<file path="config.mk">
export PLATFORM = sky130hd
export DESIGN_NAME = router_fsm_nch
export DESIGN_NICKNAME = d
export VERILOG_FILES = /design/src/rtl/router_fsm_nch.sv
export SDC_FILE = /design/constraint.sdc
export NUM_CORES = 1
export LEC_CHECK = 0
export BUFFER_PORTS_ARGS = -buffer_cell sky130_fd_sc_hd__clkbuf_2
export CAP_MARGIN = 20
export CORE_AREA = 2 2 50 52
export CTS_BUF_LIST = sky130_fd_sc_hd__clkbuf_8
export DETAILED_ROUTE_END_ITERATION = 10
export DIE_AREA = 0 0 52 54
export GPL_ROUTABILITY_DRIVEN = 0
export PLACE_DENSITY = 0.71
export SYNTH_ARGS = -nofsm -noshare
export SYNTH_HDL_FRONTEND = slang
export SYNTH_SLANG_ARGS = --single-unit
</file>
<file path="constraint.sdc">
create_clock -name clock -period 2.8 [get_ports clock]
set_input_delay 0.14 -clock clock [delete_from_list [all_inputs] [get_ports clock]]
set_output_delay 0.14 -clock clock [all_outputs]
set_load 0.01 [all_outputs]
</file>
<file path="src/rtl/router_fsm_nch.sv">
// rtl/router_fsm_nch.sv - 1xN router controller FSM with invalid-address drop and bounded FIFO-drain wait
module router_fsm_nch #(
    parameter int NUM_CH       = 3,
    parameter int ADDR_W       = 2,
    parameter int WAIT_TIMEOUT = 30
) (
    input  logic              clock,
    input  logic              reset,
    input  logic              pkt_valid,
    input  logic              parity_done,
    input  logic              low_pkt_valid,
    input  logic [ADDR_W-1:0] data_in,
    input  logic              fifo_full,
    input  logic [NUM_CH-1:0] fifo_empty,
    input  logic [NUM_CH-1:0] soft_reset,
    output logic              detect_add,
    output logic              lfd_state,
    output logic              ld_state,
    output logic              laf_state,
    output logic              full_state,
    output logic              write_enb_reg,
    output logic              rst_int_reg,
    output logic              busy,
    output logic              drop_state,
    output logic              timeout_err,
    output logic [ADDR_W-1:0] dest_addr
);

    localparam int NSLOT = 1 << ADDR_W;
    localparam int CNT_W = (WAIT_TIMEOUT > 1) ? $clog2(WAIT_TIMEOUT) : 1;
    localparam logic [CNT_W-1:0]  CNT_LAST = CNT_W'(WAIT_TIMEOUT - 1);
    localparam logic [CNT_W-1:0]  CNT_MAX  = '1;
    localparam logic [ADDR_W:0]   NUM_CH_V = (ADDR_W + 1)'(NUM_CH);

    typedef enum logic [3:0] {
        DECODE_ADDRESS,
        WAIT_TILL_EMPTY,
        LOAD_FIRST_DATA,
        LOAD_DATA,
        FIFO_FULL_STATE,
        LOAD_AFTER_FULL,
        LOAD_PARITY,
        CHECK_PARITY_ERROR,
        DROP_PACKET
    } state_t;

    state_t            state_q, state_d;
    logic [CNT_W-1:0]  cnt_q, cnt_d;
    logic [ADDR_W-1:0] dest_q, dest_d;
    logic              tmo_d;
    logic              detect_add_q, lfd_q, ld_q, laf_q, full_q;
    logic              we_q, rst_int_q, busy_q, drop_q, tmo_q;

    // Flags padded to the full address space so unused addresses read as 0
    logic [NSLOT-1:0] empty_pad, srst_pad;
    for (genvar i = 0; i < NSLOT; i++) begin : g_pad
        if (i < NUM_CH) begin : g_real
            assign empty_pad[i] = fifo_empty[i];
            assign srst_pad[i]  = soft_reset[i];
        end else begin : g_none
            assign empty_pad[i] = 1'b0;
            assign srst_pad[i]  = 1'b0;
        end
    end

    logic addr_bad;
    assign addr_bad = ({1'b0, data_in} >= NUM_CH_V);

    always_comb begin
        state_d = state_q;
        cnt_d   = cnt_q;
        dest_d  = dest_q;
        tmo_d   = 1'b0;
        case (state_q)
            DECODE_ADDRESS: begin
                if (pkt_valid) begin
                    dest_d = data_in;
                    if (addr_bad) begin
                        state_d = DROP_PACKET;
                    end else if (empty_pad[data_in]) begin
                        state_d = LOAD_FIRST_DATA;
                    end else begin
                        state_d = WAIT_TILL_EMPTY;
                        cnt_d   = '0;
                    end
                end
            end
            WAIT_TILL_EMPTY: begin
                if (empty_pad[dest_q]) begin
                    state_d = LOAD_FIRST_DATA;
                end else if ((WAIT_TIMEOUT != 0) && (cnt_q == CNT_LAST)) begin
                    state_d = DROP_PACKET;
                    tmo_d   = 1'b1;
                end else if (cnt_q != CNT_MAX) begin
                    cnt_d = cnt_q + CNT_W'(1);
                end
            end
            LOAD_FIRST_DATA: state_d = LOAD_DATA;
            LOAD_DATA: begin
                if (fifo_full)       state_d = FIFO_FULL_STATE;
                else if (!pkt_valid) state_d = LOAD_PARITY;
            end
            FIFO_FULL_STATE: begin
                if (!fifo_full) state_d = LOAD_AFTER_FULL;
            end
            LOAD_AFTER_FULL: begin
                if (parity_done)        state_d = DECODE_ADDRESS;
                else if (low_pkt_valid) state_d = LOAD_PARITY;
                else                    state_d = LOAD_DATA;
            end
            LOAD_PARITY: state_d = CHECK_PARITY_ERROR;
            CHECK_PARITY_ERROR: begin
                state_d = fifo_full ? FIFO_FULL_STATE : DECODE_ADDRESS;
            end
            DROP_PACKET: begin
                if (!pkt_valid) state_d = DECODE_ADDRESS;
            end
            default: state_d = DECODE_ADDRESS;
        endcase

        // Read-timeout flush of the selected FIFO abandons the packet in flight
        if (srst_pad[dest_q] && (state_q != DECODE_ADDRESS) && (state_q != DROP_PACKET)) begin
            state_d = DECODE_ADDRESS;
            cnt_d   = '0;
            tmo_d   = 1'b0;
        end
    end

    always_ff @(posedge clock) begin
        if (reset) begin
            state_q      <= DECODE_ADDRESS;
            cnt_q        <= '0;
            dest_q       <= '0;
            tmo_q        <= 1'b0;
            detect_add_q <= 1'b1;
            lfd_q        <= 1'b0;
            ld_q         <= 1'b0;
            laf_q        <= 1'b0;
            full_q       <= 1'b0;
            we_q         <= 1'b0;
            rst_int_q    <= 1'b0;
            busy_q       <= 1'b0;
            drop_q       <= 1'b0;
        end else begin
            state_q      <= state_d;
            cnt_q        <= cnt_d;
            dest_q       <= dest_d;
            tmo_q        <= tmo_d;
            detect_add_q <= (state_d == DECODE_ADDRESS);
            lfd_q        <= (state_d == LOAD_FIRST_DATA);
            ld_q         <= (state_d == LOAD_DATA);
            laf_q        <= (state_d == LOAD_AFTER_FULL);
            full_q       <= (state_d == FIFO_FULL_STATE);
            we_q         <= (state_d == LOAD_DATA) || (state_d == LOAD_AFTER_FULL) ||
                            (state_d == LOAD_PARITY);
            rst_int_q    <= (state_d == CHECK_PARITY_ERROR);
            busy_q       <= (state_d == LOAD_FIRST_DATA) || (state_d == WAIT_TILL_EMPTY) ||
                            (state_d == FIFO_FULL_STATE) || (state_d == LOAD_AFTER_FULL) ||
                            (state_d == LOAD_PARITY)     || (state_d == CHECK_PARITY_ERROR);
            drop_q       <= (state_d == DROP_PACKET);
        end
    end

    assign detect_add    = detect_add_q;
    assign lfd_state     = lfd_q;
    assign ld_state      = ld_q;
    assign laf_state     = laf_q;
    assign full_state    = full_q;
    assign write_enb_reg = we_q;
    assign rst_int_reg   = rst_int_q;
    assign busy          = busy_q;
    assign drop_state    = drop_q;
    assign timeout_err   = tmo_q;
    assign dest_addr     = dest_q;

endmodule

</file>
==> results of run 1 <==
-- cells in the final DEF, fill, tap and decap left out, types with 3 or more instances in the layout --
cell type and count:
o21ai_0 5, nand2_1 9, ha_1 3, a21oi_1 7
clkbuf_2 25, dfxtp_1 21, nor2_1 16, mux2i_1 3
inv_1 6, nor3_1 4, clkbuf_8 3, nand3b_1 5
-- worst max-delay path, cell delays in order (launching register included) --
cell     delay (ns)
dfxtp_1        0.39
or4b_4         0.61
nor2_4         0.13
nand3_2        0.14
o221a_4        0.17
or2_1          0.24
a41o_1         0.25
-- power groups by stage --
| stage | clock (mW) | combinational (mW) | sequential, mW |
|---|---|---|---|
| final | 0.199 | 0.280 | 0.371 |
| after global routing | 0.213 | 0.316 | 0.380 |
| after CTS | 0.208 | 0.282 | 0.370 |
| after detailed placement | 0 | 0.280 | 0.378 |
| after global placement | 0 | 0.278 | 0.377 |
| after floorplan | 0 | 0.223 | 0.371 |
-- Yosys cell counts (all sizes together), types with 2 or more instances --
| cell | number |
|---|---|
| a21oi | 7 |
| buf | 4 |
| dfxtp | 21 |
| ha | 3 |
| inv | 6 |
| mux2 | 2 |
| mux2i | 3 |
| nand2 | 9 |
| nand2b | 2 |
| nand3b | 5 |
| nor2 | 17 |
| nor3 | 5 |
| nor4b | 2 |
| o211ai | 2 |
| o21ai | 5 |
| o32a | 2 |
| or2 | 3 |
| xor2 | 2 |
-- cell type report --
type | instances | share of cell area [%]
repair buffers | 25 | 9.92
well taps | 30 | 2.98
flip-flops and latches | 21 | 33.3
multi-input cells | 88 | 48.3
clock buffers | 3 | 3.27
clock inverters | 1 | 0.397
inverters | 6 | 1.79
-- final timing paths --
check,start,depth (start not counted),slack [ns],endpoint
setup reg to reg,state_q[0],6,0.76,detect_add
hold / removal,data_in[1],3,0.15,dest_addr[1]
setup / recovery,state_q[0],6,0.76,detect_add
hold reg to reg,cnt_q[4],2,0.51,cnt_q[4]
-- kinds of logic after synthesis --
family                   after synthesis  share of synthesized area (%)
AO/OA/AOI/OAI                         26                           17.8
flip-flops                            21                           38.8
adder cells (fa/ha/maj)                3                           3.46
XOR/XNOR                               3                           2.42
multiplexers                           5                           4.84
buffers and inverters                 11                           5.07
AND/OR/NAND/NOR                       51                           27.7
-- per-layer routing --
layer	global-route usage, %	wire (um)	vias up
li1	-	-	477
met1	21.8	985	438
met2	30.6	1050	11
met3	3.33	58	2
met4	5.26	11	0
met5	0	0	-
-- stage by stage --
stage / utilization, % / hold WS (ns)
2_1_floorplan: - / 0.276
3_3_place_gp: 52.4 / 0.424
3_5_place_dp: 52.4 / 0.428
4_1_cts: 54.4 / 0.145
5_1_grt: 54.4 / 0.198
6_report: 54.4 / 0.153
==> impl_metrics.toml, run 1 <==
[outcome]
status = "completed"

[clock_tree]
htree_levels = 1
cts.path.max_buffers = 2
postCtsHoldBufs = 0
post_cts_resized = 0
cts-root-buf = "clkbuf_8"
clk_pin_slew_ns = 0.08
cts_tree = "built"
postCtsSetupRepairBufs = 0
clkLatencyLatePin_ns = 0.26
numCtsBuffers = 3
cts_sinks = 21

[global_routing]
grt_pass1_vias = 867
grt_use_total_pct = 17.5
antenna_found_initial = 0
grt_pass1_wl_um = 3670
grt_max_degree = 13
grt_remaining_overflow = 0

[drt]
drt_iter0_drc = 14
routed_via_density = 5.33
wl_per_cell_um = 12.1
ant_nets = 0
drt_pass1_iterations = 4
drcViolationCount = 0
route.vias.total = 928
wl_um = 2100

[power_and_ir_drop]
clock_power_share_pct = 23.4
switching_share_pct = 33.6
ir_worst_vdd_v = 0.000333
power.internal_uw = 564
power_frac_comb_pct = 33.0
cellPowerDensity_nw_per_um2 = 674
cellLeakagePower_nw = 0.555
power_frac_seq_pct = 43.6
totalPowerFinal_uw = 850
p_sw_uw = 285

[finish]
final-seq-area_um2 = 420
final_net_count = 162
top_register = "cnt_q"
multi_input_area_um2 = 609
finalNonFillerCells = 174
largest_register_ffs = 5
drive_gt1_share_pct = 27.8
fin_area_um2 = 1260
syn_to_final_growth_pct = 16.3
n_antenna_cell = 0
nFillCells = 226

[die]
dieArea_um2 = 2810
die_y_um = 54
core_um2 = 2320
die_w_um = 52
design.portCount = 26
rows = 18
start_util_pct = 46.8

[placed_design]
io_buffer_count = 25
dpl_cell_area_um2 = 1210
post-place-ws_ns = 0.763
dp.cells = 170
dp_hpwl_um = 1610

[yosys]
yosys_register_bits = 21
synth_cell_types = 44
ys_warn_count = 0
synth_edf_count = 0
syn_nets = 137
yosysSeqAreaShare_pct = 38.8
synth_flop_cell = "dfxtp_1"
syn-cell-area_um2 = 1080
synthCells = 120
yosysTopAreaCell = "dfxtp_1"
synthTopCellsByArea = "dfxtp_1, nor2_1, ha_1"
synth-async-reset-ratio_pct = 0
synth_top_area_share_pct = 38.8
syn_avg_cell_area_um2 = 9.04

[sta]
finalHoldViolations = 0
rsz0062_at_grt = "no"
slew_viol_final = 0
setup_tns_ns = 0
post-route-period-util_pct = 73.0
tightest_slew_ns = 0.629
setup_ws_ns = 0.756
skew_ns = 0.00260
min_period_ns = 2.04
setup_viol = 0
relSlewSlack_pct = 57.8
fmax_ghz = 0.489

[critical_path]
start_kind = "flip-flop"
critPathCaptureType = "flip-flop"
crit_path_max_fanout = 10
worstSetupPathType = "flip-flop to flip-flop"
required_ns = 2.96
cp.arrival_ns = 2.20

[hold_path]
hold_class = "input pin to flip-flop"

[job]
drv_cap = 0
Note: power is estimated with default switching activity, not from simulation.
==> inputs of run 2 (changes only) <==
==> constraint.sdc (replaced) <==
create_clock -name clock -period 2 [get_ports clock]
set_input_delay 0.1 -clock clock [delete_from_list [all_inputs] [get_ports clock]]
set_output_delay 0.1 -clock clock [all_outputs]
set_load 0.01 [all_outputs]
==> run 2 against run 1 <==
Against the previous run:
- clock skew rose by 0.0014 ns
- global-route usage fell by 0.56 points
- hold slack got worse by 0.043 ns
- die area did not move
- combinational power rose by 58%
- critical path depth fell by 1
- clock-buffer cell count did not move
- non-clock buffer count rose by 5
- flip-flop and latch count did not move
- critical endpoint unchanged
- largest power group unchanged
==> impl_metrics.toml, run 2 (synthesis results as in run 1) <==
[outcome]
status = "completed"

[clock_tree]
postCtsSetupRepairBufs = 0
cts.path.max_buffers = 2
post_cts_resized = 0
cts_sinks = 21
postCtsHoldBufs = 0
cts_tree = "built"
htree_levels = 1
clkLatencyLatePin_ns = 0.26
cts-root-buf = "clkbuf_8"
clk_pin_slew_ns = 0.08
numCtsBuffers = 3

[sta]
skew_ns = 0.00403
fmax_ghz = 0.513
tightest_slew_ns = 0.387
setup_viol = 0
setup_ws_ns = 0.0501
slew_viol_final = 0
relSlewSlack_pct = 73.9
post-route-period-util_pct = 97.5
finalHoldViolations = 0
min_period_ns = 1.95
rsz0062_at_grt = "yes"

[placed_design]
post-place-ws_ns = 0.0739
dpl_cell_area_um2 = 1250
dp_hpwl_um = 1640
dp.cells = 175
io_buffer_count = 25

[critical_path]
crit_path_max_fanout = 8
cp.arrival_ns = 2.10
path_buf_inv = 0
worstPathCellList = "or4b_4 > nor3_1 > a211oi_2 > or2_1 > a41o_1"
cpPeakStageDelay_ns = 0.59
start_kind = "flip-flop"
required_ns = 2.15
critPathCaptureType = "flip-flop"
critPathTopFamily = "simple AND/OR/NAND/NOR gates"
worstSetupPathType = "flip-flop to flip-flop"
crit_slowest_cell = "or4b_4"

[die]
die_y_um = 54
design.portCount = 26
dieArea_um2 = 2810
core_um2 = 2320
start_util_pct = 46.8
die_w_um = 52
rows = 18

[power_and_ir_drop]
p_sw_uw = 405
clock_power_share_pct = 22.1
power.internal_uw = 826
cellPowerDensity_nw_per_um2 = 932
power_frac_comb_pct = 36.0
power_frac_seq_pct = 41.9
switching_share_pct = 32.9
totalPowerFinal_mw = 1.23
ir_worst_vdd_v = 0.000582
cellLeakagePower_nw = 0.587

[finish]
n_antenna_cell = 0
syn_to_final_growth_pct = 21.7
largest_register_ffs = 5
top_register = "cnt_q"
final_cell_mix = "clkbuf_2, dfxtp_1, nor2_1"
finalNonFillerCells = 179
layout_commonest_cell = "clkbuf_2"
final_net_count = 167
drive_gt1_share_pct = 32.9
fin_area_um2 = 1320
final_util_pct = 56.9

[drt]
wl_per_cell_um = 11.5
route.vias.total = 953
drcViolationCount = 0
routed_via_density = 5.32
drt_pass1_iterations = 4
wl_um = 2050
ant_nets = 0
drt_iter0_drc = 14

[global_routing]
antenna_found_initial = 0
grt_pass1_vias = 881
grt_use_total_pct = 17.0
grt_remaining_overflow = 0
grt_pass1_wl_um = 3560
grt_max_degree = 13

[job]
drv_cap = 0

[hold_path]
hold_class = "input pin to flip-flop"
-- run 2: cell type report --
type                            instances  area, um2
Timing Repair Buffer                   30        163
Clock inverter                          1       5.00
Clock buffer                            3       41.3
Inverter                                6       22.5
Sequential cell                        21        425
Multi-Input combinational cell         88        626
Fill cell                             227       1000
Tap cell                               30       37.5
-- run 2: per-layer routing --
metal	routed length, um	up-vias	track usage, %	share of wire, %
li1	-	488	-	-
met1	933	448	19.7	45
met2	1040	12	31.2	51
met3	48	5	2.50	2.3
met4	30	0	6.58	1.5
met5	0	-	0	0
-- run 2: final timing paths --
path | endpoint | cells past startpoint | start | slack (ns)
setup / recovery | detect_add | 5 | state_q[1] | 0.05
hold / removal | dest_addr[1] | 3 | data_in[1] | 0.11
setup reg to reg | detect_add | 5 | state_q[1] | 0.05
hold reg to reg | cnt_q[4] | 2 | cnt_q[4] | 0.51
-- run 2: worst reg2reg max path: cells and delay by family (launching register included) --
family / cells / cell delay, ns
AOI/OAI and AO/OA: 2 / 0.35
and+or+nand+nor: 3 / 1.10
DFF: 1 / 0.38
-- run 2: metrics by stage --
step                 TNS, ns  hold slack [ns]
floorplan                  0            0.236
global placement           0            0.384
detailed placement         0            0.385
CTS                        0            0.106
global route        -0.00549            0.138
finish                     0            0.110
-- run 2: power groups by stage --
stage               clock network (mW)  registers [mW]  logic (mW)
floorplan                            0           0.520       0.312
global placement                     0           0.516       0.420
detailed placement                   0           0.520       0.422
CTS                              0.280           0.509       0.429
global route                     0.296           0.526       0.494
finish                           0.272           0.516       0.443
==> inputs of run 3 (changes only) <==
==> config.mk (replaced) <==
export PLATFORM = sky130hd
export DESIGN_NAME = router_fsm_nch
export DESIGN_NICKNAME = d
export VERILOG_FILES = /design/src/rtl/router_fsm_nch.sv
export SDC_FILE = /design/constraint.sdc
export NUM_CORES = 1
export LEC_CHECK = 0
export CAP_MARGIN = 20
export CORE_AREA = 2 2 50 52
export CTS_BUF_LIST = sky130_fd_sc_hd__clkbuf_8
export DETAILED_ROUTE_END_ITERATION = 10
export DIE_AREA = 0 0 52 54
export DONT_BUFFER_PORTS = 1
export GPL_ROUTABILITY_DRIVEN = 0
export PLACE_DENSITY = 0.61
export SYNTH_ARGS = -nofsm -noshare
export SYNTH_HDL_FRONTEND = slang
export SYNTH_SLANG_ARGS = --single-unit
==> run 3 against run 2 <==
Against the previous run:
- sequential power up 3%
- clock power is essentially flat
- cell count shrank 11%
- via count shrank 8.0%
- register-to-register slack better by 0.02 ns
- first-iteration DRC count down 14%
- clock-buffer cell count stayed put
- critical path depth grew 1
- worst setup slack gained 0.022 ns
- core utilization decreased by 3.5 points
- non-clock buffer count is 20 lower
==> impl_metrics.toml, run 3 (synthesis results as in run 1) <==
[sta]
setup_ws_ns = 0.0720
fmax_ghz = 0.519
setup_tns_ns = 0
rsz0062_at_grt = "no"
slew_viol_final = 0
post-route-period-util_pct = 96.4
setup_viol = 0
finalHoldViolations = 0
min_period_ns = 1.93
skew_ns = 0.00120
tightest_slew_ns = 0.394
relSlewSlack_pct = 73.4

[clock_tree]
cts.path.max_buffers = 2
cts_sinks = 21
numCtsBuffers = 3
cts_tree = "built"
htree_levels = 1
postCtsSetupRepairBufs = 0
clkLatencyLatePin_ns = 0.26
clk_pin_slew_ns = 0.07
cts-root-buf = "clkbuf_8"

[critical_path]
start_kind = "flip-flop"
cp.arrival_ns = 2.08
critPathCaptureType = "flip-flop"
required_ns = 2.15
r2r_start = "state_q[1]"
worstSetupPathType = "flip-flop to flip-flop"
crit_path_max_fanout = 8
critPathLaunch = "state_q[1]"

[job]
drv_cap = 0

[finish]
drive_gt1_share_pct = 19.4
final_cell_mix = "dfxtp_1, nor2_1, nand2_1"
n_antenna_cell = 0
final_net_count = 147
top_register = "cnt_q"
syn_to_final_growth_pct = 14.2
finalNonFillerCells = 159
largest_register_ffs = 5
layout_commonest_cell = "dfxtp_1"

[drt]
route.vias.total = 877
routed_via_density = 5.52
drt_iter0_drc = 12
wl_per_cell_um = 14.1
drcViolationCount = 0
ant_nets = 0
wl_um = 2240
drt_pass1_iterations = 4

[placed_design]
post-place-ws_ns = 0.0577
io_buffer_count = 0
dp.cells = 152
dp_hpwl_um = 1650

[global_routing]
grt_use_total_pct = 18.1
grt_remaining_overflow = 0
antenna_found_initial = 0
grt_pass1_vias = 848
grt_max_degree = 13
grt_pass1_wl_um = 3640

[die]
start_util_pct = 46.8
dieArea_um2 = 2810
die_w_um = 52
rows = 18
core_um2 = 2320
die_y_um = 54
design.portCount = 26

[hold_path]
hold_class = "input pin to flip-flop"
hold_start = "reset"

[power_and_ir_drop]
ir_worst_vdd_v = 0.000473
cellPowerDensity_nw_per_um2 = 968
totalPowerFinal_mw = 1.20
cellLeakagePower_nw = 0.501

[outcome]
status = "completed"
-- run 3: through the flow --
| step | util [%] | area [um2] | hold slack [ns] |
|---|---|---|---|
| 3_5_place_dp | 49.2 | 1140 | 0.173 |
| 2_1_floorplan | - | 1080 | 0.236 |
| 6_report | 53.4 | 1240 | 0.0443 |
| 3_3_place_gp | 49.2 | 1140 | 0.173 |
| 4_1_cts | 52.5 | 1220 | 0.0450 |
| 5_1_grt | 53.4 | 1240 | 0.0615 |
-- run 3: area by class of cell --
class | count | area (um2)
fill | 213 | 1080
inverter | 6 | 22.5
timing repair buffer | 10 | 82.6
clock inverter | 1 | 5.00
multi-input combinational | 88 | 628
clock buffer | 3 | 41.3
sequential | 21 | 422
tap | 30 | 37.5
-- run 3: critical path: stages, from the launching register on --
cell and delay [ns]:
dfxtp_2 0.37, or4b_4 0.58, nor2_4 0.13, nand3_2 0.09, o221a_4 0.14, or2_1 0.25
a41o_1 0.26
-- run 3: worst paths after layout --
kind / slack, ns / endpoint / depth (start not counted)
setup / recovery: 0.07 / detect_add / 6
hold / removal: 0.04 / cnt_q[2] / 3
setup reg to reg: 0.07 / detect_add / 6
hold reg to reg: 0.51 / cnt_q[4] / 2
-- run 3: per-layer routing --
metal	GRT usage, %	share of wire (%)	up-vias
li1	-	-	443
met1	19.7	43	408
met2	32.7	50	21
met3	5.00	5.6	5
met4	7.89	1.5	0
met5	0	0	-
-- run 3: what timing repair did --
| action | 4_1_cts | 5_1_grt |
|---|---|---|
| gates resized for setup | 0 | 4 |
| hold buffers | 3 | 0 |
| endpoints found under the hold margin | 8 | 0 |
| endpoints found under the setup margin | 0 | 6 |
-- run 3: report_power, final --
group	total [mW]	internal, mW	switching [mW]
clock	0.273	0.139	0.134
combinational	0.395	0.192	0.203
sequential	0.530	0.471	0.0591
